$ cat src/rtl/uart_arb_pkg.sv
// Shared types and defaults for the UART transmit arbiter and its round-robin picker.
package uart_arb_pkg;

  localparam int unsigned DEF_NUM_REQ     = 32'd4;
  localparam int unsigned DEF_DATA_W      = 32'd8;
  localparam int unsigned DEF_TIMEOUT_CYC = 32'd1024;

  typedef logic [0:0] state_t;
  localparam state_t ST_IDLE = 1'b0;
  localparam state_t ST_SEND = 1'b1;

  // Index width for a count of n items; never narrower than one bit.
  function automatic int unsigned grant_w(input int unsigned n);
    return (n < 32'd2) ? 32'd1 : $clog2(n);
  endfunction

endpackage

$ cat src/rtl/uart_tx_arbiter_rr_pick.sv
// Combinational round-robin picker: first requester at or after ptr, wrapping cyclically.
module rr_pick
  import uart_arb_pkg::*;
#(
  parameter int unsigned NUM_REQ = DEF_NUM_REQ,
  parameter int unsigned IDX_W   = grant_w(NUM_REQ)
) (
  input  logic [NUM_REQ-1:0] req,
  input  logic [IDX_W-1:0]   ptr,
  output logic [NUM_REQ-1:0] onehot,
  output logic [IDX_W-1:0]   idx,
  output logic               any
);

  // Walk the requesters starting at ptr; the first hit wins and masks later ones.
  always_comb begin
    logic [IDX_W:0]   sum_s;
    logic [IDX_W-1:0] pos_s;
    logic             hit_s;
    onehot = {NUM_REQ{1'b0}};
    idx    = {IDX_W{1'b0}};
    any    = 1'b0;
    sum_s  = {(IDX_W+1){1'b0}};
    pos_s  = {IDX_W{1'b0}};
    hit_s  = 1'b0;
    for (int k = 0; k < NUM_REQ; k++) begin
      sum_s       = {1'b0, ptr} + (IDX_W+1)'(k);
      pos_s       = (sum_s >= NUM_REQ) ? IDX_W'(sum_s - NUM_REQ) : IDX_W'(sum_s);
      hit_s       = req[pos_s] & ~any;
      onehot[pos_s] = onehot[pos_s] | hit_s;
      idx         = hit_s ? pos_s : idx;
      any         = any | hit_s;
    end
  end

endmodule

$ cat src/rtl/uart_tx_arbiter.sv
// Packet-granular round-robin arbiter sharing one UART TX byte interface among NUM_REQ clients.
// Optional idle-stall grant release is enabled by defining UART_ARB_TIMEOUT_EN.
module uart_tx_arbiter
  import uart_arb_pkg::*;
#(
  parameter int unsigned NUM_REQ     = DEF_NUM_REQ,
  parameter int unsigned DATA_W      = DEF_DATA_W,
  parameter int unsigned TIMEOUT_CYC = DEF_TIMEOUT_CYC,
  localparam int unsigned GRANT_W    = grant_w(NUM_REQ)
) (
  input  logic                        clk,
  input  logic                        rst_n,
  input  logic [NUM_REQ-1:0]          req_valid,
  input  logic [NUM_REQ*DATA_W-1:0]   req_data,
  input  logic [NUM_REQ-1:0]          req_last,
  output logic [NUM_REQ-1:0]          req_ready,
  output logic                        tx_valid,
  output logic [DATA_W-1:0]           tx_data,
  input  logic                        tx_ready,
  output logic [GRANT_W-1:0]          grant_id,
  output logic                        busy,
  output logic                        timeout_evt
);

  state_t               state_r;
  logic [GRANT_W-1:0]   grant_r;
  logic [NUM_REQ-1:0]   grant_oh_r;
  logic [GRANT_W-1:0]   rr_ptr_r;
  logic                 busy_r;

  logic [NUM_REQ-1:0]   pick_oh_s;
  logic [GRANT_W-1:0]   pick_idx_s;
  logic                 pick_any_s;
  logic                 send_s;
  logic                 owner_valid_s;
  logic                 owner_last_s;
  logic                 handshake_s;
  logic                 timeout_hit_s;
  logic                 release_s;
  logic [GRANT_W-1:0]   next_ptr_s;
  logic [DATA_W-1:0]    tx_data_s;

  rr_pick #(
    .NUM_REQ (NUM_REQ),
    .IDX_W   (GRANT_W)
  ) u_rr_pick (
    .req    (req_valid),
    .ptr    (rr_ptr_r),
    .onehot (pick_oh_s),
    .idx    (pick_idx_s),
    .any    (pick_any_s)
  );

  assign send_s        = (state_r == ST_SEND);
  assign owner_valid_s = |(req_valid & grant_oh_r);
  assign owner_last_s  = |(req_last & grant_oh_r);
  assign handshake_s   = tx_valid & tx_ready;
  assign release_s     = (handshake_s & owner_last_s) | timeout_hit_s;
  assign next_ptr_s    = (grant_r == GRANT_W'(NUM_REQ - 1)) ? {GRANT_W{1'b0}} : grant_r + 1'b1;

  // Owner byte mux; all zero outside SEND so nothing leaks onto tx while idle or in reset.
  always_comb begin
    tx_data_s = {DATA_W{1'b0}};
    for (int i = 0; i < NUM_REQ; i++) begin
      tx_data_s = tx_data_s | (req_data[i*DATA_W +: DATA_W] & {DATA_W{grant_oh_r[i] & send_s}});
    end
  end

  assign tx_valid  = send_s & owner_valid_s;
  assign tx_data   = tx_data_s;
  assign req_ready = grant_oh_r & {NUM_REQ{send_s & tx_ready}};
  assign grant_id  = grant_r;
  assign busy      = busy_r;

  // Grant FSM: lock an owner from IDLE, hold it until its last byte (or a forced release).
  always_ff @(posedge clk or negedge rst_n) begin
    if (!rst_n) begin
      state_r    <= ST_IDLE;
      grant_r    <= {GRANT_W{1'b0}};
      grant_oh_r <= {{(NUM_REQ-1){1'b0}}, 1'b1};
      rr_ptr_r   <= {GRANT_W{1'b0}};
      busy_r     <= 1'b0;
    end else begin
      case (state_r)
        ST_IDLE: begin
          if (pick_any_s) begin
            grant_r    <= pick_idx_s;
            grant_oh_r <= pick_oh_s;
            busy_r     <= 1'b1;
            state_r    <= ST_SEND;
          end else begin
            busy_r     <= 1'b0;
          end
        end
        ST_SEND: begin
          if (release_s) begin
            rr_ptr_r <= next_ptr_s;
            busy_r   <= 1'b0;
            state_r  <= ST_IDLE;
          end else begin
            busy_r   <= 1'b1;
          end
        end
        default: begin
          busy_r  <= 1'b0;
          state_r <= ST_IDLE;
        end
      endcase
    end
  end

`ifdef UART_ARB_TIMEOUT_EN
  localparam int unsigned STALL_W = grant_w(TIMEOUT_CYC);

  logic [STALL_W-1:0] stall_cnt_r;
  logic               timeout_evt_r;

  // Only owner silence counts as a stall; tx_ready backpressure is the UART's business.
  assign timeout_hit_s = send_s & ~owner_valid_s & (stall_cnt_r == STALL_W'(TIMEOUT_CYC - 1));

  // Stall counter and the one-cycle release pulse.
  always_ff @(posedge clk or negedge rst_n) begin
    if (!rst_n) begin
      stall_cnt_r   <= {STALL_W{1'b0}};
      timeout_evt_r <= 1'b0;
    end else begin
      timeout_evt_r <= timeout_hit_s;
      if (!send_s || handshake_s || timeout_hit_s) begin
        stall_cnt_r <= {STALL_W{1'b0}};
      end else if (!owner_valid_s) begin
        stall_cnt_r <= stall_cnt_r + 1'b1;
      end else begin
        stall_cnt_r <= stall_cnt_r;
      end
    end
  end

  assign timeout_evt = timeout_evt_r;
`else
  assign timeout_hit_s = 1'b0;
  assign timeout_evt   = 1'b0;
`endif

endmodule

$ cat config.mk
export PLATFORM = sky130hd
export DESIGN_NAME = uart_tx_arbiter
export DESIGN_NICKNAME = d
export VERILOG_FILES = /design/src/rtl/uart_arb_pkg.sv /design/src/rtl/uart_tx_arbiter_rr_pick.sv /design/src/rtl/uart_tx_arbiter.sv
export SDC_FILE = /design/constraint.sdc
export NUM_CORES = 1
export LEC_CHECK = 0
export ABC_AREA = 1
export BUFFER_PORTS_ARGS = -buffer_cell sky130_fd_sc_hd__buf_2
export CAP_MARGIN = 20
export CORE_MARGIN = 2
export CORE_UTILIZATION = 49
export DETAILED_ROUTE_END_ITERATION = 7
export GPL_TIMING_DRIVEN = 1
export PLACE_DENSITY = 0.85
export SETUP_SLACK_MARGIN = 0.15
export SYNTH_ARGS = -nofsm -noshare
export SYNTH_HDL_FRONTEND = slang
export SYNTH_SLANG_ARGS = --single-unit
$ cat constraint.sdc
create_clock -name clk -period 5.3 [get_ports clk]
set_input_delay 0.795 -clock clk [delete_from_list [all_inputs] [get_ports clk]]
set_output_delay 0.795 -clock clk [all_outputs]
set_load 0.05 [all_outputs]
== Word-level counts from Yosys, hierarchy flattened ==
Index checks and enable logic that the tools add are counted.
Word-level totals
  bits in latches: 0
  bits in read-only memories: 0
  memories: 0
  input bits: 43
  logic and storage cells: 105
  bits in registers: 9
  bits in writable memories: 0
Cells by class
  eq/ne operators: 1
  shift-type cells: 0
  reduce and logical (&&, ||, !) cells: 8
  muxes and demuxes: 39
  divide/modulo/power cells: 0
  bitwise operators: 33
  multiply operators: 0
  magnitude comparators: 12
  $add $sub $neg: 8
Operators with widths (number)
  AND 8 bit: 4
  bitwise OR 8 bit: 3
  two-way mux 2 bit: 9
  AND 4 bit: 4
  binary-select mux 1 bit (select 2 bit): 8
  two-way mux 1 bit: 14
  bitwise mux 4 bit: 3
  < comparator 2 x 3 -> 1 bit, second input constant: 4
  AND 1 bit: 11
  >= comparator 3 bit, second input constant: 3
  demux 1 bit (select 2 bit): 4
  >= comparator 2 x 1 -> 1 bit, second input constant: 4
  OR reduction 4 bit: 2
  subtractor 2 x 1 -> 2 bit, second input constant: 4
  bitwise OR 1 bit: 7
  adder 2 x 2 -> 3 bit, second input constant: 2
  logical AND 1 bit: 4
  inverter 1 bit: 4
  AND reduction 2 bit: 2
  adder 2 x 1 -> 3 bit, second input constant: 1
  >= comparator 2 x 3 -> 1 bit, second input constant: 1
  adder 2 x 1 -> 2 bit, second input constant: 1
  == test 2 bit, second input constant: 1
  one-hot mux 1 bit (2 select lines): 1

== Logic depth before layout (Yosys ltp) ==
  word-level depth: 19
  depth in mapped cells: 18
  gate-level depth less buffers: 18

== Cells and area by module ==
A second synthesis with hierarchy kept.
Second synthesis, totals
  cell total of the unflattened synthesis: 206
  area total of the unflattened synthesis: 1237.4 um2
Modules (own cells, without submodules)
  uart_tx_arbiter: area each 686.9 um2, cells an instance 99, seq. area each 226.5 um2, times used 1
  rr_pick: area each 550.5 um2, cells an instance 107, seq. area each 0.0 um2, times used 1

== Least setup slack after synthesis ==
Ideal clock, no wire load.
  path type: input -> output
  start: input port req_valid[3]
  end: output port tx_valid
  slack: 2726 ps
  stages on the path: 2
  arrival time: 1779 ps
  buffers on the path: 0
  path through: nand2_1 -> a41oi_1
On the way
  longest elaborated chain between the ends: 3
RTL lines
  start, declared: RTL line uart_tx_arbiter.sv:13  | input logic [NUM_REQ-1:0] req_valid,
  AND 4 bit: RTL line uart_tx_arbiter.sv:55  | assign owner_valid_s = |(req_valid & grant_oh_r);
  OR reduction 4 bit: RTL line uart_tx_arbiter.sv:55
  AND 1 bit: RTL line uart_tx_arbiter.sv:69  | assign tx_valid = send_s & owner_valid_s;
  end, declared: RTL line uart_tx_arbiter.sv:17  | output logic tx_valid,
No other way between the ends.

== Worst setup path in the final report ==
  start: register rr_ptr_r[0]
  end: register grant_oh_r[3]
On the way
  longest elaborated chain between the ends: 19
  elaborated cells on any way between the ends: 69
RTL lines
  start, declared: RTL line uart_tx_arbiter.sv:28  | logic [GRANT_W-1:0] rr_ptr_r;
  start signal, assigned: RTL line uart_tx_arbiter.sv:81  | rr_ptr_r <= {GRANT_W{1'b0}};
  start signal, assigned: RTL line uart_tx_arbiter.sv:97  | rr_ptr_r <= next_ptr_s;
  >= comparator 2 x 3 -> 1 bit or subtractor 2 x 1 -> 2 bit (tied branches): RTL line uart_tx_arbiter_rr_pick.sv:28  | pos_s = (sum_s >= NUM_REQ) ? IDX_W'(sum_s - NUM_REQ) : IDX_W'(sum_s);
  two-way mux 2 bit: RTL line uart_tx_arbiter_rr_pick.sv:28
  < comparator 2 x 3 -> 1 bit (not written as such) or >= comparator 2 x 1 -> 1 bit (tied branches): RTL line uart_tx_arbiter_rr_pick.sv:30  | onehot[pos_s] = onehot[pos_s] | hit_s;
  logical AND 1 bit (not written as such): RTL line uart_tx_arbiter_rr_pick.sv:30
  two-way mux 1 bit (not written as such): RTL line uart_tx_arbiter_rr_pick.sv:30
  demux 1 bit (select 2 bit)
  AND 4 bit (no line)
  binary-select mux 1 bit (select 2 bit): RTL line uart_tx_arbiter_rr_pick.sv:30
  [... 3 more ...]
  binary-select mux 1 bit (select 2 bit): RTL line uart_tx_arbiter_rr_pick.sv:30
  two-way mux 1 bit (not written as such): RTL line uart_tx_arbiter_rr_pick.sv:30
  bitwise OR 1 bit: RTL line uart_tx_arbiter_rr_pick.sv:30
  bitwise mux 4 bit: RTL line uart_tx_arbiter_rr_pick.sv:30
  binary-select mux 1 bit (select 2 bit): RTL line uart_tx_arbiter_rr_pick.sv:30
  two-way mux 1 bit (not written as such): RTL line uart_tx_arbiter_rr_pick.sv:30
  bitwise OR 1 bit: RTL line uart_tx_arbiter_rr_pick.sv:30
  bitwise mux 4 bit: RTL line uart_tx_arbiter_rr_pick.sv:30
  end signal, assigned: RTL line uart_tx_arbiter.sv:80  | grant_oh_r <= {{(NUM_REQ-1){1'b0}}, 1'b1};
  end signal, assigned: RTL line uart_tx_arbiter.sv:88  | grant_oh_r <= pick_oh_s;
  end, declared: RTL line uart_tx_arbiter.sv:27  | logic [NUM_REQ-1:0] grant_oh_r;
Parallel ways exist; a longest one is shown, timed or not. The select of a mux whose other input is x is not followed.
A chain may end at the register's enable or synchronous reset.

==> results.yml <==
outcome:
  status: "complete, no violations"
timing:
  tightest_slew_ns: 0.538
  fin_crit_sh_pct: 54.0
  final-setup-viol-count: 0
  fin_ws_ns: 2.44
  final.setup.tns_ns: 0
  fin_crit_ns: 2.86
  hold_ws_ns: 0.368
  final.setup_skew_ns: 0.00154
  fmax_mhz: 349
  hold_viol: 0
  final_max_slew_viol_count: 0
  slew-limit-headroom_pct: 64.2
  rsz0062_at_grt: "false"
route:
  postRouteWirelength_um: 3470
  via_per_inst: 5.46
  drt-pass1-iter-count: 4
  postRouteAntennaNets: 0
  routedWlPerCell_um: 11.9
  vias: 1593
  drt_iter0_drc: 44
  drc_errors: 0
synth:
  synth_fp_nets: 253
  yosysMostFrequentCell: "nand2_1"
  synth_area_leaders: "nand2_1 (29%), dfrtp_1 (17%), nand3_1 (15%)"
  synth-edff-count: 0
  seq_area_frac_synth_pct: 19.4
  synth_common_cells: "nand2_1 (91), nand3_1 (34), inv_1 (17)"
  yosysTopAreaCellShare_pct: 29.2
  ys_types: 27
  async_flop_share_pct: 100
  synth_top_flop_cell: "dfrtp_1"
  syn_inst: 205
  synth-seq-cells: 9
  avgSynthCellArea_um2: 5.70
  syn_area_um2: 1170
  post-synth-top-area-cell: "nand2_1"
  yosysWarnings: 0
run:
  cap_violations: 0
final_layout:
  fin_cells: 292
  diodes: 0
  fin_util_pct: 67.2
  design_area_um2: 1500
  seqCellArea_um2: 226
  layout.nets: 313
  drive_above_1_share_pct: 28.0
  area_delta_synth_final_pct: 28.5
  multi_input_area_um2: 848
  fillers: 205
clock_network:
  postCtsSetupBuffers: 0
  cts.repair.resized: 0
  cts_hold_buf: 0
  cts_buffers: 3
  worstSkewPairLatency_ns: 0.26
  h-tree-depth: 1
  cts_tree: "built"
  clockRootBuffer: "clkbuf_4"
  clkSlewWorstSetupHoldPaths_ns: 0.06
  clock_path_buffers: 2
  clock-sinks: 9
critical_path:
  endpoint_kind: "register"
  path_buf_inv: 2
  crit_chain: "inv_2 -> ha_1 -> inv_1 -> nand3_1 -> nand2_2 -> nand3_1 -> nand3_1 -> nand3_1 -> nand2_2 -> nand3_1 -> nand3_1 -> nand3_1 -> nand2_2 -> nand3_1 -> nand2_1 -> nand2_1"
  reg2reg_to: "grant_oh_r[3]$_DFFE_PN0P_"
  worstRegToRegCells: 16
  critPathLaunchType: "register"
  arrival_ns: 3.02
  slowest_stage: "dfrtp_1"
  crit_fanout: 16
  r2r_slack_ns: 2.44
  cpMostUsedCell: "nand3_1"
  critPathRequiredTime_ns: 5.45
  crit_path_max_incr_delay_ns: 0.68
  critical_path.top_delay_family: "simple AND/OR/NAND/NOR gates"
  r2r-start: "rr_ptr_r[0]$_DFFE_PN0P_"
  path_class: "register to register"
place:
  portBuffers: 58
  gp_congestion: 0.928
  place_inst: 288
  placedInstanceArea_um2: 1480
  hpwl_um: 2760
  post-place-ws_ns: 2.51
power:
  switching_share_pct: 65.2
  power.share.clock_pct: 4.6
  p_leak_nw: 0.859
  vdd_ir_drop_max_mv: 0.498
  p_switching_uw: 768
  p_int_uw: 411
  power_mw: 1.18
  seqPwrFrac_pct: 13.4
  power.density_nw_per_um2: 785
  p_comb_share_pct: 82.0
floorplan:
  die-area_um2: 2790
  rows: 17
  pin_count: 60
  fp.dieH_um: 52.8
  die_w_um: 52.8
  core-area_um2: 2230
  initial_core_util_pct: 52.3
global_route:
  grt_max_degree: 17
  grt_pass1_wl_um: 5840
  grt_pass1_vias: 1428
  track_usage_pct: 27.3
  antenna_found_initial: 0
  grt.overflow.total: 0
min_path:
  hp-class: "input port to asynchronous set/reset pin"
[cell families (layout without fill, tap and decap cells)]
kind of cell | after synthesis | in the layout | share of synthesized area (%)
compound gates | 15 | 15 | 8.14
xor+xnor | 1 | 1 | 0.750
fa+ha+maj | 5 | 5 | 5.35
buf+inv | 23 | 82 | 8.03
flops | 9 | 9 | 19.4
other cells | 1 | 1 | 0.321
simple gates | 151 | 151 | 58.0
[worst max path at each step]
stage / start / end / slack [ns] / cells after the start
2_1_floorplan: req_valid[3] / tx_valid / 2.73 / 2
6_report: rr_ptr_r[0]$_DFFE_PN0P_ / grant_oh_r[3]$_DFFE_PN0P_ / 2.44 / 16
3_3_place_gp: rr_ptr_r[0]$_DFFE_PN0P_ / grant_oh_r[1]$_DFFE_PN0P_ / 2.50 / 16
3_5_place_dp: rr_ptr_r[0]$_DFFE_PN0P_ / grant_oh_r[3]$_DFFE_PN0P_ / 2.51 / 16
4_1_cts: rr_ptr_r[0]$_DFFE_PN0P_ / grant_oh_r[3]$_DFFE_PN0P_ / 2.46 / 16
5_1_grt: rr_ptr_r[0]$_DFFE_PN0P_ / grant_oh_r[3]$_DFFE_PN0P_ / 2.13 / 16
[power by group through the flow]
stage          Sequential (mW)  Combinational, mW  Clock [mW]
2_1_floorplan            0.173              0.745           0
3_3_place_gp             0.158              0.958           0
3_5_place_dp             0.159              0.956           0
4_1_cts                  0.158              0.963      0.0546
5_1_grt                  0.165               1.08      0.0562
6_report                 0.158              0.967      0.0539
[routing by layer]
metal	up-vias	wire, µm	GRT usage (%)
met3	10	298	5.43
met5	-	0	0
met4	0	61	10.3
li1	790	-	-
met1	712	1430	32.4
met2	81	1680	47.9
[sequential cells by signal (all words and copies together) (netlist names)]
name        count
grant_id        2
rr_ptr_r        2
busy            1
grant_oh_r      4
[cell usage in the layout (no fill, tap or decap), drive strengths merged, types with 4 or more instances in the layout]
| master | count |
|---|---|
| nand2 | 97 |
| buf | 58 |
| nand3 | 37 |
| inv | 19 |
| nand4 | 9 |
| nor2 | 8 |
| dfrtp | 8 |
| a21oi | 6 |
| ha | 5 |
| clkbuf | 4 |
| o21ai | 4 |
[area by class of cell]
class	count	area share, %
Sequential cell	9	15.1
Inverter	20	5.00
Timing Repair Buffer	58	19.3
Multi-Input combinational cell	173	56.5
Tap cell	28	2.33
Clock buffer	4	1.75
[worst register-to-register path, cell delays in order (launching register included)]
cell and delay [ns]:
dfrtp_1 0.68, inv_2 0.23, ha_1 0.44, inv_1 0.19
nand3_1 0.11, nand2_2 0.10, nand3_1 0.09, nand3_1 0.08
nand3_1 0.10, nand2_2 0.11, nand3_1 0.11, nand3_1 0.12
nand3_1 0.10, nand2_2 0.10, nand3_1 0.08, nand2_1 0.08
nand2_1 0.05
(Power assumes the default switching activity.)
